===== src/rtl/start_done_arbiter_if.sv =====
// Start/done handshake bundle between the requesters, the arbiter and the shared unit.
// The arbiter uses the slave view; the requester/unit side uses the master view.
interface start_done_arbiter_if #(
    parameter int NREQ  = 4,
    parameter int CNT_W = 8
);
    localparam int OW = $clog2(NREQ);

    logic            enable;
    logic [NREQ-1:0] req;
    logic [NREQ-1:0] gnt;
    logic [OW-1:0]   owner;
    logic            start;
    logic            done;
    logic [NREQ-1:0] req_done;
    logic            busy;
    logic [CNT_W-1:0] count;
    logic            timeout_err;

    modport slave (
        input  enable, req, done,
        output gnt, owner, start, req_done, busy, count, timeout_err
    );

    modport master (
        output enable, req, done,
        input  gnt, owner, start, req_done, busy, count, timeout_err
    );
endinterface


===== src/rtl/start_done_arbiter.sv =====
// Round-robin owner of a shared multi-cycle unit: grant, start pulse, wait for done
// (or time out), completion pulse back to the owner, and a completed-op counter.
module start_done_arbiter #(
    parameter int NREQ    = 4,
    parameter int CNT_W   = 8,
    parameter int TIMEOUT = 255
) (
    input  logic                  clk,
    input  logic                  rst_n,
    start_done_arbiter_if.slave   bus
);
    localparam int OW = $clog2(NREQ);
    localparam int TW = 16;

    typedef enum logic [1:0] {IDLE, ISSUE, WAIT, RELEASE} state_t;

    state_t           state, state_nxt;
    logic [OW-1:0]    owner_nxt;
    logic [OW-1:0]    pick_idx;
    logic [OW-1:0]    cand;
    logic             pick_valid;
    logic [TW-1:0]    timer, timer_nxt;
    logic [CNT_W-1:0] count_nxt;
    logic [NREQ-1:0]  gnt_nxt;
    logic [NREQ-1:0]  req_done_nxt;
    logic             start_nxt;
    logic             busy_nxt;
    logic             timeout_err_nxt;

    // Scan starts just past the last owner, so the most recent owner has lowest priority.
    always_comb begin
        pick_valid = 1'b0;
        pick_idx   = bus.owner;
        cand       = bus.owner;
        for (int i = 1; i <= NREQ; i++) begin
            cand = OW'((int'(bus.owner) + i) % NREQ);
            if (!pick_valid && bus.req[cand]) begin
                pick_valid = 1'b1;
                pick_idx   = cand;
            end
        end
    end

    always_comb begin
        state_nxt       = state;
        owner_nxt       = bus.owner;
        timer_nxt       = timer;
        count_nxt       = bus.count;
        req_done_nxt    = '0;
        timeout_err_nxt = 1'b0;
        case (state)
            IDLE: begin
                if (bus.enable && pick_valid) begin
                    state_nxt = ISSUE;
                    owner_nxt = pick_idx;
                end
            end
            ISSUE: begin
                state_nxt = WAIT;
                timer_nxt = '0;
            end
            WAIT: begin
                timer_nxt = timer + TW'(1);
                // done wins over the timeout on the last allowed cycle.
                if (bus.done) begin
                    state_nxt    = RELEASE;
                    req_done_nxt = NREQ'(1) << bus.owner;
                    count_nxt    = bus.count + CNT_W'(1);
                end else if (timer == TW'(TIMEOUT - 1)) begin
                    state_nxt       = RELEASE;
                    timeout_err_nxt = 1'b1;
                end
            end
            RELEASE: state_nxt = IDLE;
            default: state_nxt = IDLE;
        endcase

        // Outputs are decoded from the next state so they can be registered with it.
        start_nxt = (state_nxt == ISSUE);
        busy_nxt  = (state_nxt != IDLE);
        gnt_nxt   = (state_nxt == ISSUE || state_nxt == WAIT) ? (NREQ'(1) << owner_nxt) : '0;
    end

    always_ff @(posedge clk) begin
        if (!rst_n) begin
            state           <= IDLE;
            timer           <= '0;
            bus.owner       <= OW'(NREQ - 1);
            bus.gnt         <= '0;
            bus.start       <= 1'b0;
            bus.req_done    <= '0;
            bus.busy        <= 1'b0;
            bus.count       <= '0;
            bus.timeout_err <= 1'b0;
        end else begin
            state           <= state_nxt;
            timer           <= timer_nxt;
            bus.owner       <= owner_nxt;
            bus.gnt         <= gnt_nxt;
            bus.start       <= start_nxt;
            bus.req_done    <= req_done_nxt;
            bus.busy        <= busy_nxt;
            bus.count       <= count_nxt;
            bus.timeout_err <= timeout_err_nxt;
        end
    end
endmodule

===== src/flat_wrapper.sv =====
// flat-port wrapper written by rule: the top's interface ports become plain ports
module start_done_arbiter_flat 
#(
    parameter int NREQ    = 4,
    parameter int CNT_W   = 8,
    parameter int TIMEOUT = 255
)
  (clk, rst_n, bus_enable, bus_req, bus_done, bus_gnt, bus_owner, bus_start, bus_req_done, bus_busy, bus_count, bus_timeout_err);
  start_done_arbiter_if #(.NREQ(NREQ), .CNT_W(CNT_W)) bus_i ();
  input  logic clk;
  input  logic rst_n;
  input wire logic [$bits(bus_i.enable)-1:0] bus_enable;
  input wire logic [$bits(bus_i.req)-1:0] bus_req;
  input wire logic [$bits(bus_i.done)-1:0] bus_done;
  output wire logic [$bits(bus_i.gnt)-1:0] bus_gnt;
  output wire logic [$bits(bus_i.owner)-1:0] bus_owner;
  output wire logic [$bits(bus_i.start)-1:0] bus_start;
  output wire logic [$bits(bus_i.req_done)-1:0] bus_req_done;
  output wire logic [$bits(bus_i.busy)-1:0] bus_busy;
  output wire logic [$bits(bus_i.count)-1:0] bus_count;
  output wire logic [$bits(bus_i.timeout_err)-1:0] bus_timeout_err;
  assign bus_i.enable = bus_enable;
  assign bus_i.req = bus_req;
  assign bus_i.done = bus_done;
  assign bus_gnt = bus_i.gnt;
  assign bus_owner = bus_i.owner;
  assign bus_start = bus_i.start;
  assign bus_req_done = bus_i.req_done;
  assign bus_busy = bus_i.busy;
  assign bus_count = bus_i.count;
  assign bus_timeout_err = bus_i.timeout_err;
  start_done_arbiter #(.NREQ(NREQ), .CNT_W(CNT_W), .TIMEOUT(TIMEOUT)) u_core (.clk(clk), .rst_n(rst_n), .bus(bus_i));
endmodule

===== config.mk =====
export PLATFORM = sky130hd
export DESIGN_NAME = start_done_arbiter_flat
export DESIGN_NICKNAME = d
export VERILOG_FILES = /design/src/rtl/start_done_arbiter_if.sv /design/src/rtl/start_done_arbiter.sv /design/src/flat_wrapper.sv
export SDC_FILE = /design/constraint.sdc
export NUM_CORES = 1
export LEC_CHECK = 0
export ABC_AREA = 1
export CAP_MARGIN = 20
export CORE_ASPECT_RATIO = 0.75
export CORE_UTILIZATION = 40
export DETAILED_ROUTE_END_ITERATION = 8
export HOLD_SLACK_MARGIN = 0.12
export PLACE_DENSITY = 0.6
export SLEW_MARGIN = 20
export SYNTH_ARGS = -nofsm -noshare
export SYNTH_HDL_FRONTEND = slang
export SYNTH_SLANG_ARGS = --single-unit

===== constraint.sdc =====
create_clock -name clk -period 3.4 [get_ports clk]
set_clock_uncertainty 0.15 [all_clocks]
set_input_delay 0.68 -clock clk [delete_from_list [all_inputs] [get_ports clk]]
set_output_delay 0.68 -clock clk [all_outputs]
set_load 0.02 [all_outputs]

==> results by stage, run 1 <==
Critical path:
- The dominant delay contributor by cell family on the critical path is buffers and inverters.
- The critical path goes through clkdlybuf4s50_1.
- The largest fanout of any net on the critical path is 11.
- At the worst endpoint, the required time is 2.57 ns.
- The slowest stage of the critical path is the clkdlybuf4s50_1 cell.
- The critical path is of the reg -> out type.
- The buffer and inverter count on the worst path is 1.
- The largest single stage delay on the critical path is 0.71 ns.
- The critical path launch point type is a flip-flop.
- Data arrives at the worst endpoint at 1.67 ns.
- The kind of capture point of the worst setup path is an output port.

Run:
- The number of maximum-capacitance constraint violations is 0.

Clocking:
- The H-tree was split into 2 levels.
- Clock latency on the worst-skew pair, taken at its later pin, is 0.29 ns.
- The root buffer cell is clkbuf_8.
- The TritonCTS clock tree is yes.
- The clock buffer count from CTS is 5.
- The number of buffers on the longest clock path is 2.
- Once the clock tree was built, the resizer swapped 0 gates to a different size.
- Hold repair after CTS inserted 0 buffers.
- After clock tree synthesis, the clock-pin slew on the worst setup and hold paths is 0.08 ns.
- In this run the post-CTS setup repair buffer count came out at 0.
- The number of clock sinks seen by CTS is 39.

Power and ir drop:
- In this run the power density over the cells is 735.2 mW/mm^2.
- The completed layout was analyzed and its total power is 0.001766 W.
- VDD sags by at most 0.0003746 V.
- The analysis attributes to cell leakage a power of 1.028 nW.

Timing:
- The remaining max-slew budget at the tightest pin is 62.79%.
- The clock period minus final worst setup slack is 2.496 ns.
- The final hold violation count is 0.
- For the pin with the worst max-slew slack, the measured transition is 0.5574 ns.
- The final worst hold slack is 0.3014 ns.
- Timing would allow up to 400.7 MHz.
- The total negative slack for setup checks is 0 ns.
- The count of final setup violators is 0.
- Setup repair after global routing left no endpoint under its margin.
- The final clock period utilization by the worst path is 73.40%.
- The count of final max-slew check failures is 0.

Layout:
- The layout overhead on the synthesized area is 24.27%.
- The count of non-filler cells in the finished layout is 359.
- At the end of the flow, the number of nets in the layout was 317.
- At the end of the flow the core is filled with cells to 52.85%.
- The count of fill cells added during filler insertion is 437.
- The antenna diode count is 0.
- The share of final-layout standard cells stronger than drive strength 1 is 11.26%.

Logic synthesis:
- The synthesized design spends more area on one cell type than any other, namely dfxtp_1.
- The unique cell type count in the Yosys netlist is 30.
- Counting instances in the post-synthesis netlist gives the leading cell types as 58 x nand2_1, 39 x dfxtp_1, 33 x inv_1, 33 x nor2_1, 19 x a21oi_1.
- For this run, the number of Yosys warnings is 0.
- After synthesis, the cell types taking the most area are dfxtp_1 40%, nand2_1 11%, inv_1 6.4%.
- In this run the mean area of a mapped cell was 7.213 sq um.
- When the netlist entered floorplanning its net count stood at 284.
- The synthesized design devotes to its leading area cell type 40.39% of total area.
- The sequential element share of the synthesized area is 40.39%.
- The register bit count reported by yosys is 39.
- Of all flip-flops after synthesis, the portion carrying an async set or reset was 0%.
- Among all flip-flop cells after synthesis, the most frequent one is dfxtp_1.
- The count of flip-flops with a built-in enable after synthesis is 0.
- The mapped cell area is 0.001933 sq mm.
- Synthesis handed over a netlist of 268 instances.
- The leading cell type by number of instances after synthesis is nand2_1.

Min path:
- The worst hold path class is reg -> reg.

Global routing:
- The residual overflow from global routing is 0.
- The initial antenna violation count is 0.
- The global routing usage summed across all routing layers is 16.97%.
- The global-route wire length before repair is 6.686 mm.
- The number of global-route vias before repair is 1,507.
- Entering global routing, the biggest net connects 16 pins.

Routing:
- The number of routed nets with antenna violations is 0.
- For this run, the detailed router's first-pass iteration total came to 4.
- For this run, design rule violations remaining after detail routing come to 0.
- The final routed wirelength across all metal layers is 3.757 mm.
- The final routed wire length divided by cell count is 10.47 um.
- Using the TritonRoute via totals, the vias-per-cell ratio works out to 4.669.
- Summing over every cut layer, the via total after detailed routing is 1,676.
- The detailed router finished its first iteration with 97 violations.

Place:
- The final weighted congestion in routability-driven placement is 0.8051.
- The post-detailed-placement half-perimeter wirelength is 2.829 mm.
- The number of placed cells counting well taps is 351.
- The count of port buffers added during placement is 28.

Floorplan:
- The initialized floorplan defines 21 standard-cell rows.
- The overall die area is 0.005118 sq mm.
- Measured along the y axis, the die boundary spans 62.21 um.
- Once the floorplan was initialized, standard cells occupied 42.53% of the core.
- The die is 82.27 um wide.
- The core region is 0.004546 sq mm.
- 29 I/O pins were placed.

Outcome:
- The flow ran to the end, and the final reports show no timing, DRC or antenna violations.
## per-stage QoR
step	setup WS [ns]	instance area, sq um
final	0.9045	2402
after global routing	0.7839	2402
after CTS	0.8874	2402
after detailed placement	0.6756	2270
after global placement	0.7403	2270
after floorplan	1.263	1933
## layout by cell type, fill, tap and decap left out
cell / n
a21oi_1: 19
a31oi_1: 1
and3_1: 1
buf_4: 2
bufinv_16: 2
clkbuf_1: 1
clkbuf_8: 5
clkdlybuf4s50_1: 28
clkinv_1: 1
dfxtp_1: 39
ha_1: 8
inv_1: 33
inv_2: 3
inv_4: 1
inv_6: 1
nand2_1: 58
nand2_2: 8
nand2_4: 3
nand3_1: 11
nand3_2: 1
nand3_4: 1
nand4_1: 3
nor2_1: 33
nor2_2: 4
nor2_4: 1
nor2_8: 1
nor3_1: 8
nor4_1: 1
o21a_1: 2
o21ai_0: 17
o21ai_1: 3
o21ai_2: 1
o21bai_1: 1
## report_power, final
part	total [W]	leakage (nW)	internal [W]	switching (W)
Sequential	0.000570	0.316	0.000511	0.0000596
Combinational	0.000748	0.647	0.000283	0.000466
Clock	0.000447	0.0654	0.000293	0.000154
Total	0.00177	1.03	0.00109	0.000679
## cell families after synthesis
group                      count (synthesis)  share of synthesized area [%]
AOI/OAI and AO/OA                         44                          12.04
adders and majority gates                  8                          5.178
buffers and inverters                     43                          9.515
DFF                                       39                          40.39
and+or+nand+nor                          134                          32.88
## routing by layer
metal  vias up  share of wire (%)  routed length (um)  global-route usage [%]
met5         -                  0                   0                       0
met3         5                4.1                 153                   4.559
li1        917                  -                   -                       -
met4         0                1.1                  40                   5.263
met1       724                 57                2131                   25.32
met2        30                 38                1430                   23.24
## registers in the layout, indices dropped and copies added, names as in the netlist
register / count
u_core.bus.busy: 1
u_core.timer: 16
u_core.bus.count: 8
u_core.bus.owner: 2
u_core.bus.timeout_err: 1
u_core.state: 2
u_core.bus.req_done: 4
u_core.bus.gnt: 4
u_core.bus.start: 1
## final timing paths
| kind | slack [ns] | start | end | cells past startpoint |
|---|---|---|---|---|
| worst min-delay path | 0.30 | u_core.bus.count[7] | u_core.bus.count[7] | 1 |
| worst max register to register | 1.05 | u_core.bus.owner[0] | u_core.bus.gnt[2] | 15 |
| worst max-delay path | 0.90 | u_core.bus.owner[0] | bus_owner[0] | 1 |
| worst min register to register | 0.30 | u_core.bus.count[7] | u_core.bus.count[7] | 1 |
## cell type report
cell class	instances	area [sq um]	area share (%)
multi-input cells	186	968.4	40.31
well taps	57	71.32	2.969
clock inverters	2	60.06	2.500
flip-flops and latches	39	780.7	32.50
clock buffers	6	72.57	3.021
inverters	39	153.9	6.406
repair buffers	30	295.3	12.29
No activity file was read; power rests on OpenSTA's default activity.
==> inputs of run 2 (changes only) <==
==> constraint.sdc (replaced) <==
create_clock -name clk -period 2.3 [get_ports clk]
set_clock_uncertainty 0.15 [all_clocks]
set_input_delay 0.46 -clock clk [delete_from_list [all_inputs] [get_ports clk]]
set_output_delay 0.46 -clock clk [all_outputs]
set_load 0.02 [all_outputs]
==> results by stage, run 2 (synthesis gave the netlist of run 1 again) <==
Place:
- The post-detailed-placement half-perimeter wirelength is 2.912 mm.
- The final weighted congestion in routability-driven placement is 0.8164.
- Buffers placed on the I/O ports in this run total 28.
- After detailed placement, the total cell area comes to 0.002337 sq mm.

Power and ir drop:
- In this run the static leakage power is 1.041 nW.
- In this run the power density over the cells is 1034 mW/mm^2.
- The worst voltage drop across the vdd grid is 0.0005119 V.
- Total power for the finished layout comes to 0.002495 W.

Min path:
- The worst hold path class is reg -> reg.

Clocking:
- For this design, the CTS-stage hold fixing added 0 buffers.
- The clock passes through at most 2 buffers.
- The post-cts sizing count is 0.
- The register clock-pin slew on the reported worst setup and hold paths is 0.07 ns.
- The tree is rooted in a clkbuf_8.
- The H-tree was split into 2 levels.
- TritonCTS built the clock tree.
- Buffers added to address setup during post-CTS repair amount to 0.
- The number of clock buffers added by TritonCTS is 5.
- The number of clock sinks seen by CTS is 39.
- The clock latency at the later pin of the worst-skew pair is 0.29 ns.

Global routing:
- The global-route wire length before repair is 6.665 mm.
- The global routing usage summed across all routing layers is 17.00%.
- The residual overflow from global routing is 0.
- The pin count of the biggest net entering global routing is 15.
- The initial antenna violation count is 0.
- The number of global-route vias before repair was 1,540.

Outcome:
- The run finished with clean final reports.

Layout:
- The share of final-layout standard cells stronger than drive strength 1 is 13.59%.
- The register with the most flip-flops in the final layout is u_core.timer.
- The layout overhead on the synthesized area is 24.79%.
- The final-stage net count is 326.
- 0 antenna diodes ended up in the layout.
- The number of flip-flops in the largest register is 16.
- The finished cells cover 0.002412 sq mm.
- In the layout the commonest cells are 58 x nand2_1, 39 x dfxtp_1, 33 x inv_1, 33 x nor2_1, 28 x clkdlybuf4s50_1.
- In the final layout, the registers with the most flip-flops are u_core.timer x16, u_core.bus.count x8.
- The most common library cell in the layout ignoring fill and taps is nand2_1.
- The end-of-flow core utilization is 53.07%.

Floorplan:
- After floorplanning, the core was sized to cover 0.004546 sq mm.
- The die covers 0.005118 sq mm.
- The I/O pin total is 29.
- The total number of placement rows is 21.
- The initial core utilization is 42.53%.
- Measured along the y axis, the die boundary spans 62.21 um.
- From left edge to right edge, the die measures 82.27 um.

Timing:
- Setup repair after global routing left no endpoint under its margin.
- The transition time at the pin with the least slew margin is 0.2875 ns.
- The smallest clock period supported by the final layout is computed as 2.189 ns.
- The final hold violation count is 0.
- The final worst hold slack is 0.3118 ns.
- After layout, the worst path uses 95.19% of the clock period.
- The count of final max-slew check failures was 0.
- The count of final setup violators is 0.
- The highest achievable clock rate is 456.8 MHz.
- The total negative slack for setup checks is 0 ns.
- Headroom to the max-slew limit came out at 80.71%.

Routing:
- The vias per cell is 4.620.
- The final routed wirelength across all metal layers is 3.771 mm.
- The final routed wire length divided by cell count is 10.30 um.
- The first detailed-routing pass took 4 iterations.
- The DRC violations left is 0.
- The count of nets left with antenna violations once routing finished came out at 0.
- The first routing iteration left 71 violations.
- The detailed router placed 1,691 vias in this run.

Critical path:
- The largest fanout of any net on the critical path is 7.
- STA classifies the critical path endpoint as an output port.
- STA classifies the critical path startpoint as a flip-flop.
- Data on the critical path arrives at its endpoint at 1.58 ns.
- The setup path with the least slack is of type reg -> out.
- The data required time of the critical path is 1.69 ns.
- Across all register-to-register paths, the minimum setup slack is 0.24 ns.

Run:
- Max-cap violations in this run came to 0.
==> run 2: changes by cell type in the layout (fill, tap and decap cells not counted) <==
| cell | before | now |
|---|---|---|
| ha_2 | 0 | 1 |
| ha_1 | 8 | 7 |
| bufinv_16 | 2 | 0 |
| buf_4 | 2 | 11 |
==> run 2: final cells by class <==
class                   count  area (sq um)
repair buffers             39         362.8
fillers                   451          2133
flip-flops and latches     39         780.7
inverters                  39         153.9
well taps                  57         71.32
clock buffers               6         72.57
multi-input cells         186         970.9
==> run 2: final timing paths <==
check / startpoint / cells past startpoint / endpoint
worst max-delay path: u_core.bus.owner[1] / 2 / bus_owner[1]
worst min-delay path: u_core.bus.count[7] / 1 / u_core.bus.count[7]
worst max register to register: u_core.bus.owner[0] / 16 / u_core.bus.gnt[3]
worst min register to register: u_core.bus.count[7] / 1 / u_core.bus.count[7]
==> run 2: worst max-delay path, cell delays in order (launching register included) <==
cell,delay [ns]
dfxtp_1,0.48
buf_4,0.21
clkdlybuf4s50_1,0.60
==> run 2: power by group <==
group	leakage (nW)	switching, W	total, W	internal (W)
Sequential	0.316	0.0000492	0.000805	0.000756
Combinational	0.688	0.000750	0.00127	0.000521
Clock	0.0371	0.000217	0.000419	0.000202
Total	1.04	0.00102	0.00249	0.00148
==> run 2: metrics by stage <==
step | setup WS (ns) | instances
3_5_place_dp | -0.09076 | 360
2_1_floorplan | 0.2171 | 268
5_1_grt | 0.02150 | 366
3_3_place_gp | -0.1012 | 360
6_report | 0.1107 | 366
4_1_cts | 0.1038 | 366
==> run 2: layer usage <==
metal  global-route usage, %  vias to the layer above  wire (um)
met2                   22.73                       34       1341
met5                       0                        -          0
met1                   25.48                      719       2189
li1                        -                      932          -
met3                   3.971                        6        181
met4                   7.237                        0         59
